### src/rtl/regfile_pkg.sv
// Shared types and helpers for the multi-read-port register file.
// The REGFILE_BYPASS_EN build option is handled in regfile_mp.
package regfile_pkg;

  localparam int DATA_W_DEF = 32;
  localparam int ADDR_W_DEF = 5;

  // Upper bounds for the generic port slicer; NREAD*ADDR_W must fit FLAT_MAX.
  localparam int SLICE_MAX = 64;
  localparam int FLAT_MAX  = 256;

  typedef enum logic {
    CLEAR = 1'b0,
    IDLE  = 1'b1
  } rf_state_e;

  function automatic logic [SLICE_MAX-1:0] port_slice(input logic [FLAT_MAX-1:0] flat,
                                                      input int w, input int k);
    logic [FLAT_MAX-1:0] sh;
    sh = flat >> (k * w);
    return sh[SLICE_MAX-1:0];
  endfunction

endpackage

### src/rtl/regfile_mp_if.sv
// Decode/writeback-facing bus of the register file.
// master = pipeline side, slave = regfile_mp.
interface regfile_mp_if import regfile_pkg::*; #(
  parameter int DATA_W = DATA_W_DEF,
  parameter int ADDR_W = ADDR_W_DEF,
  parameter int NREAD  = 2
) ();

  logic                      clr_req;
  logic [NREAD-1:0]          rd_en;
  logic [NREAD*ADDR_W-1:0]   rd_addr;
  logic [NREAD*DATA_W-1:0]   rd_data;
  logic                      wr_en;
  logic [ADDR_W-1:0]         wr_addr;
  logic [DATA_W-1:0]         wr_data;
  logic                      busy;
  logic                      wr_drop;

  modport master (
    output clr_req, rd_en, rd_addr, wr_en, wr_addr, wr_data,
    input  rd_data, busy, wr_drop
  );

  modport slave (
    input  clr_req, rd_en, rd_addr, wr_en, wr_addr, wr_data,
    output rd_data, busy, wr_drop
  );

endinterface

### src/rtl/regfile_clear_fsm.sv
// Clear sequencer: walks every entry writing zero after reset or on clr_req,
// and flags writes that arrive while the sequence is running.
//
// state | meaning
// CLEAR | writing 0 to mem[ptr], ptr++; exits after ptr = DEPTH-1
// IDLE  | normal operation; clr_req restarts the sweep at ptr = 0
module regfile_clear_fsm import regfile_pkg::*; #(
  parameter int ADDR_W = ADDR_W_DEF
) (
  input  logic              clk,
  input  logic              rst,
  input  logic              clr_req,
  input  logic              wr_en,
  output logic              busy,
  output logic              wr_drop,
  output logic              clr_we,
  output logic [ADDR_W-1:0] clr_addr
);

  rf_state_e         state_q, state_d;
  logic [ADDR_W-1:0] ptr_q, ptr_d;
  logic              busy_q, busy_d;
  logic              wr_drop_q, wr_drop_d;

  always_comb begin
    state_d   = state_q;
    ptr_d     = ptr_q;
    busy_d    = busy_q;
    wr_drop_d = 1'b0;
    if (state_q == CLEAR) begin
      wr_drop_d = wr_en;
      ptr_d     = ptr_q + ADDR_W'(1);
      if (ptr_q == '1) begin
        state_d = IDLE;
        busy_d  = 1'b0;
      end
    end else if (clr_req) begin
      state_d = CLEAR;
      ptr_d   = '0;
      busy_d  = 1'b1;
    end
  end

  always_ff @(posedge clk or posedge rst) begin
    if (rst) begin
      state_q   <= CLEAR;
      ptr_q     <= '0;
      busy_q    <= 1'b1;
      wr_drop_q <= 1'b0;
    end else begin
      state_q   <= state_d;
      ptr_q     <= ptr_d;
      busy_q    <= busy_d;
      wr_drop_q <= wr_drop_d;
    end
  end

  assign busy     = busy_q;
  assign wr_drop  = wr_drop_q;
  assign clr_we   = (state_q == CLEAR);
  assign clr_addr = ptr_q;

endmodule

### src/rtl/regfile_mp.sv
// Parametrised NREAD-port register file with hardwired-zero r0 and clear engine.
// Define REGFILE_BYPASS_EN for same-cycle write-to-read forwarding.
module regfile_mp import regfile_pkg::*; #(
  parameter int DATA_W = DATA_W_DEF,
  parameter int ADDR_W = ADDR_W_DEF,
  parameter int NREAD  = 2
) (
  input  logic         clk,
  input  logic         rst,
  regfile_mp_if.slave  bus
);

  localparam int DEPTH = 2 ** ADDR_W;

  logic [DATA_W-1:0]   mem_q [DEPTH];
  logic                busy;
  logic                clr_we;
  logic [ADDR_W-1:0]   clr_addr;
  logic                user_we;
  logic                mem_we;
  logic [ADDR_W-1:0]   mem_waddr;
  logic [DATA_W-1:0]   mem_wdata;
  logic [FLAT_MAX-1:0] rd_addr_pad;

  regfile_clear_fsm #(.ADDR_W(ADDR_W)) u_clear_fsm (
    .clk      (clk),
    .rst      (rst),
    .clr_req  (bus.clr_req),
    .wr_en    (bus.wr_en),
    .busy     (busy),
    .wr_drop  (bus.wr_drop),
    .clr_we   (clr_we),
    .clr_addr (clr_addr)
  );

  assign bus.busy = busy;
  assign user_we  = bus.wr_en && (bus.wr_addr != '0) && !busy;

  // The clear sweep owns the write port whenever it runs.
  always_comb begin
    mem_we    = user_we;
    mem_waddr = bus.wr_addr;
    mem_wdata = bus.wr_data;
    if (clr_we) begin
      mem_we    = 1'b1;
      mem_waddr = clr_addr;
      mem_wdata = '0;
    end
  end

  always_ff @(posedge clk) begin
    if (mem_we) mem_q[mem_waddr] <= mem_wdata;
  end

  assign rd_addr_pad = FLAT_MAX'(bus.rd_addr);

  for (genvar k = 0; k < NREAD; k++) begin : g_rd
    logic [ADDR_W-1:0] ra;
    logic [DATA_W-1:0] rd_q, rd_d;
    logic              hit;

    assign ra = ADDR_W'(port_slice(rd_addr_pad, ADDR_W, k));

`ifdef REGFILE_BYPASS_EN
    assign hit = user_we && (bus.wr_addr == ra);
`else
    assign hit = 1'b0;
`endif

    always_comb begin
      rd_d = rd_q;
      if (busy) begin
        rd_d = '0;
      end else if (bus.rd_en[k]) begin
        if (ra == '0)  rd_d = '0;
        else if (hit)  rd_d = bus.wr_data;
        else           rd_d = mem_q[ra];
      end
    end

    always_ff @(posedge clk or posedge rst) begin
      if (rst) rd_q <= '0;
      else     rd_q <= rd_d;
    end

    assign bus.rd_data[k*DATA_W +: DATA_W] = rd_q;
  end

endmodule

### src/flat_wrapper.sv
// flat-port wrapper written by rule: the top's interface ports become plain ports
module regfile_mp_flat import regfile_pkg::*;
#(
  parameter int DATA_W = DATA_W_DEF,
  parameter int ADDR_W = ADDR_W_DEF,
  parameter int NREAD  = 2
)
  (clk, rst, bus_clr_req, bus_rd_en, bus_rd_addr, bus_wr_en, bus_wr_addr, bus_wr_data, bus_rd_data, bus_busy, bus_wr_drop);
  regfile_mp_if #(.DATA_W(DATA_W), .ADDR_W(ADDR_W), .NREAD(NREAD)) bus_i ();
  input  logic clk;
  input  logic rst;
  input wire logic [$bits(bus_i.clr_req)-1:0] bus_clr_req;
  input wire logic [$bits(bus_i.rd_en)-1:0] bus_rd_en;
  input wire logic [$bits(bus_i.rd_addr)-1:0] bus_rd_addr;
  input wire logic [$bits(bus_i.wr_en)-1:0] bus_wr_en;
  input wire logic [$bits(bus_i.wr_addr)-1:0] bus_wr_addr;
  input wire logic [$bits(bus_i.wr_data)-1:0] bus_wr_data;
  output wire logic [$bits(bus_i.rd_data)-1:0] bus_rd_data;
  output wire logic [$bits(bus_i.busy)-1:0] bus_busy;
  output wire logic [$bits(bus_i.wr_drop)-1:0] bus_wr_drop;
  assign bus_i.clr_req = bus_clr_req;
  assign bus_i.rd_en = bus_rd_en;
  assign bus_i.rd_addr = bus_rd_addr;
  assign bus_i.wr_en = bus_wr_en;
  assign bus_i.wr_addr = bus_wr_addr;
  assign bus_i.wr_data = bus_wr_data;
  assign bus_rd_data = bus_i.rd_data;
  assign bus_busy = bus_i.busy;
  assign bus_wr_drop = bus_i.wr_drop;
  regfile_mp #(.DATA_W(DATA_W), .ADDR_W(ADDR_W), .NREAD(NREAD)) u_core (.clk(clk), .rst(rst), .bus(bus_i));
endmodule
### config.mk
export PLATFORM = sky130hd
export DESIGN_NAME = regfile_mp_flat
export DESIGN_NICKNAME = d
export VERILOG_FILES = /design/src/rtl/regfile_pkg.sv /design/src/rtl/regfile_mp_if.sv /design/src/rtl/regfile_clear_fsm.sv /design/src/rtl/regfile_mp.sv /design/src/flat_wrapper.sv
export SDC_FILE = /design/constraint.sdc
export NUM_CORES = 1
export LEC_CHECK = 0
export BUFFER_PORTS_ARGS = -buffer_cell sky130_fd_sc_hd__buf_2
export CORE_ASPECT_RATIO = 1.1
export CORE_MARGIN = 3
export CORE_UTILIZATION = 30
export DETAILED_ROUTE_END_ITERATION = 10
export GPL_TIMING_DRIVEN = 0
export SYNTH_ARGS = -nofsm -noshare
export SYNTH_HDL_FRONTEND = slang
export SYNTH_HIERARCHICAL = 1
export SYNTH_SLANG_ARGS = --single-unit
### constraint.sdc
create_clock -name clk -period 4.1 [get_ports clk]
set_clock_uncertainty 0.1 [all_clocks]
set_input_delay 0 -clock clk [delete_from_list [all_inputs] [get_ports clk]]
set_output_delay 0 -clock clk [all_outputs]
set_load 0.02 [all_outputs]
==> impl_metrics.env <==
export IMPL_slowest_delay_ns=0.93
export IMPL_status="finished with violations"
export IMPL_synth_edff_count=1024
export IMPL_synthArstFlopShare=0.0657
export IMPL_rows=158
export IMPL_crit_fanout=17
export IMPL_setup_viol=0
export IMPL_synthToLayoutAreaGrowth_pct=17.9
export IMPL_yosys_register_bits=1096
export IMPL_worst_pin_slew_ns=1.62
export IMPL_ant_nets=0
export IMPL_rsz0062_at_grt="false"
export IMPL_slew_headroom=-0.105
export IMPL_cts_made_buffers=105
export IMPL_timing_fmax_mhz=257
export IMPL_drive_gt1_frac=0.325
export IMPL_dieHeight_um=441
export IMPL_wl_met3_mm=26.8
export IMPL_drtPass1Iterations=6
export IMPL_wl_per_cell_um=37.5
export IMPL_grt_pass1_vias=32600
export IMPL_violations="max-capacitance violations, max-slew violations"
export IMPL_drt_wl_total_mm=213
export IMPL_cap_viol_max_count=6
export IMPL_ir_drop_uv=362
export IMPL_cts_tree="yes"
export IMPL_antenna_found_initial=19
export IMPL_synthMostInstantiatedCell="edfxtp_1"
export IMPL_netlist_instances=2987
export IMPL_initial_core_util=0.304
export IMPL_syn_nets=3042
export IMPL_synth_top_area_frac=0.597
export IMPL_drc=0
export IMPL_post_synth_main_area_contributors="edfxtp_1 60%, mux4_2 17%, dfrtp_1 3.4%, mux2i_1 3.2%, mux2_2 2.8%"
export IMPL_hold_viol=0
export IMPL_avgSynthCellArea_um2=17.3
export IMPL_maxSlewViolCount=38
export IMPL_vias=34400
export IMPL_p_comb_frac=0.229
export IMPL_powerDensity_mw_per_mm2=535
export IMPL_grt_ovfl_total=0
export IMPL_num_io_pins=119
export IMPL_cp_end_kind="register"
export IMPL_min_period_ns=3.89
export IMPL_dp_hpwl_mm=154
export IMPL_ys_warnings_count=6
export IMPL_place_congestion=0.987
export IMPL_cp_num_buf_inv=2
export IMPL_fin_nets=3396
export IMPL_power_mw=32.5
export IMPL_yosysUniqueCellTypes=52
export IMPL_die_w_um=401
export IMPL_worst_path_max_delay_cell="nor2_4"
export IMPL_critPathKind="register to register"
export IMPL_hold_slack_ns=0.0605
export IMPL_grt_max_degree=36
export IMPL_drt_first_iter_violations=5473
export IMPL_met1_length_mm=74.1
export IMPL_clock_latency_ns=0.74
export IMPL_dominantRegCellSynth="edfxtp_1"
export IMPL_power_frac_seq=0.460
export IMPL_cts_max_level=3
export IMPL_internal_power_mw=22.3
export IMPL_cts_root_buf="clkbuf_16"
export IMPL_grt_usage=0.234
export IMPL_start_kind="register"
export IMPL_fill_cells=16000
export IMPL_dr_wl_met2_mm=95.7
export IMPL_top_layer="met5"
export IMPL_p_clk_frac=0.311
export IMPL_clock_sinks=1096
export IMPL_cts_clk_slew_worst_paths_ns=0.06
export IMPL_synth_top_area_cell="edfxtp_1"
export IMPL_hold_path_class="input port to register"
export IMPL_io_buffers=112
export IMPL_cp_arrival_ns=4.21
export IMPL_crit_chain="clkbuf_1 -> or4b_2 -> mux2i_1 -> nand2_1 -> nor2_4 -> buf_16"
export IMPL_clock_path_buffers=3
export IMPL_fin_crit_sh=0.948
export IMPL_synth_common_cells="1024 x edfxtp_1, 399 x mux4_2, 211 x nand2_1, 167 x mux2i_1, 130 x mux2_2"
export IMPL_grt_first_pass_wirelength_mm=283
export IMPL_die_area_mm2=0.177
export IMPL_netlist_area_mm2=0.0515
export IMPL_p_leak_nw=20.0
export IMPL_switchingPower_mw=10.2
export IMPL_p_sw_frac=0.315
export IMPL_critPathRequiredTime_ns=4.42
export IMPL_yosysSeqAreaShare=0.631
export IMPL_core_mm2=0.170
export IMPL_viasPerCell=6.07
export IMPL_path_delay_family="simple AND/OR/NAND/NOR gates"
metal layers:
metal,vias to the layer above,global-route usage
met5,-,0
met4,2,0.149
li1,13100,-
met3,620,0.0663
met2,2766,0.366
met1,18000,0.287
kinds of logic (layout without fill, tap and decap cells):
family                   Yosys count  count (layout)  share of synthesized area
flip-flops                      1096            1096                      0.631
multiplexers                     711             711                      0.239
other                              0               9                          0
AO/OA/AOI/OAI                    429             429                     0.0599
XOR/XNOR                           2               2                   0.000340
AND/OR/NAND/NOR                  501             501                     0.0432
buffers and inverters            246             689                     0.0255
adder cells (fa/ha/maj)            2               2                   0.000485
per-stage QoR:
step | util | std cells | setup WS, ns | TNS, ns | cell area, µm²
after CTS | 0.357 | 5648 | 0.211 | 0 | 60500
after detailed placement | 0.333 | 5405 | 0.200 | 0 | 56600
after floorplan | - | 2987 | 0.621 | 0 | 51500
after global placement | 0.324 | 5339 | -2.13 | -1935.95 | 54900
final | 0.358 | 5679 | 0.212 | 0 | 60800
after global routing | 0.358 | 5675 | 0.0132 | 0 | 60800
final cells by class:
type,count,area [µm²],area share
repair buffers,247,2530,0.0416
clock inverters,59,677,0.0111
plain buffers,237,1280,0.0211
flip-flops and latches,1096,32600,0.536
clock buffers,137,2830,0.0466
well taps,2240,2800,0.0461
diodes,9,22.5,0.000371
multi-input cells,1645,18000,0.297
inverters,9,36.3,0.000597
layout by cell type, fill, tap and decap left out, types with 12 or more instances in the layout:
| cell type | netlist | routed |
|---|---|---|
| edfxtp_1 | 1024 | 1024 |
| mux2_2 | 130 | 130 |
| o21ai_0 | 78 | 78 |
| buf_1 | 17 | 16 |
| nor2b_1 | 65 | 33 |
| clkbuf_1 | 107 | 130 |
| nand2b_1 | 15 | 15 |
| dfrtp_1 | 71 | 71 |
| buf_12 | 0 | 34 |
| clkinv_1 | 0 | 15 |
| buf_2 | 56 | 169 |
| a221oi_2 | 14 | 14 |
| nor2_1 | 121 | 89 |
| nor2_4 | 0 | 32 |
| nor2b_2 | 0 | 28 |
| mux2i_1 | 167 | 167 |
| nand2_1 | 211 | 211 |
| buf_6 | 28 | 28 |
| a211oi_1 | 21 | 21 |
| bufinv_16 | 0 | 13 |
| clkinv_2 | 0 | 17 |
| mux4_2 | 399 | 399 |
| a31oi_1 | 13 | 13 |
| buf_4 | 29 | 44 |
| a21oi_1 | 106 | 106 |
| nor3_1 | 69 | 68 |
| clkbuf_16 | 0 | 106 |
| buf_16 | 0 | 12 |
| a32oi_1 | 12 | 12 |
| dlygate4sd3_1 | 0 | 47 |
| a2111oi_2 | 17 | 17 |
| a2111oi_0 | 37 | 34 |
| o22ai_1 | 42 | 42 |
| a221oi_1 | 51 | 51 |
| buf_8 | 0 | 24 |
| o2111ai_1 | 22 | 22 |
flip-flops by register name (all words and copies together), names as in the netlist:
name and flops:
u_core/mem_q 1024, u_core/u_clear_fsm/state_q 1, u_core/u_clear_fsm/busy 1, u_core/u_clear_fsm/clr_addr 5, u_core/g_rd.rd_q 64, u_core/u_clear_fsm/wr_drop 1
what timing repair did:
action                                   CTS  global route
endpoints found under the setup margin     0            52
hold endpoints to repair                1133             0
hold buffers                              47             0
resized for setup                          0             0
setup buffers                              0            19
final timing paths:
| check | from | to | slack [ns] | cells after the start |
|---|---|---|---|---|
| worst min register to register | u_core/u_clear_fsm/busy | u_core/u_clear_fsm/busy | 0.44 | 2 |
| worst min-delay path | bus_clr_req | u_core/u_clear_fsm/busy | 0.06 | 4 |
| max in group asynchronous | rst | u_core/g_rd[1].rd_q[8] | 2.80 | 5 |
| worst max-delay path | u_core/u_clear_fsm/busy | u_core/mem_q[16][17] | 0.21 | 6 |
| worst max register to register | u_core/u_clear_fsm/busy | u_core/mem_q[16][17] | 0.21 | 6 |
| min in group asynchronous | rst | u_core/u_clear_fsm/wr_drop | 0.32 | 4 |
tightest hold or removal path, cell delays in order:
cell and delay (ns):
dlygate4sd3_1 0.53, buf_2 0.15, a21oi_1 0.14, a21oi_1 0.05
power groups by stage:
stage	sequential [mW]	combinational, mW	clock [mW]
6_report	15.0	7.44	10.1
3_3_place_gp	15.3	6.42	0
4_1_cts	14.9	7.20	10.2
5_1_grt	15.1	7.58	10.6
3_5_place_dp	15.2	7.14	0
2_1_floorplan	15.1	3.42	0
No activity file was read; power rests on OpenSTA's default activity.
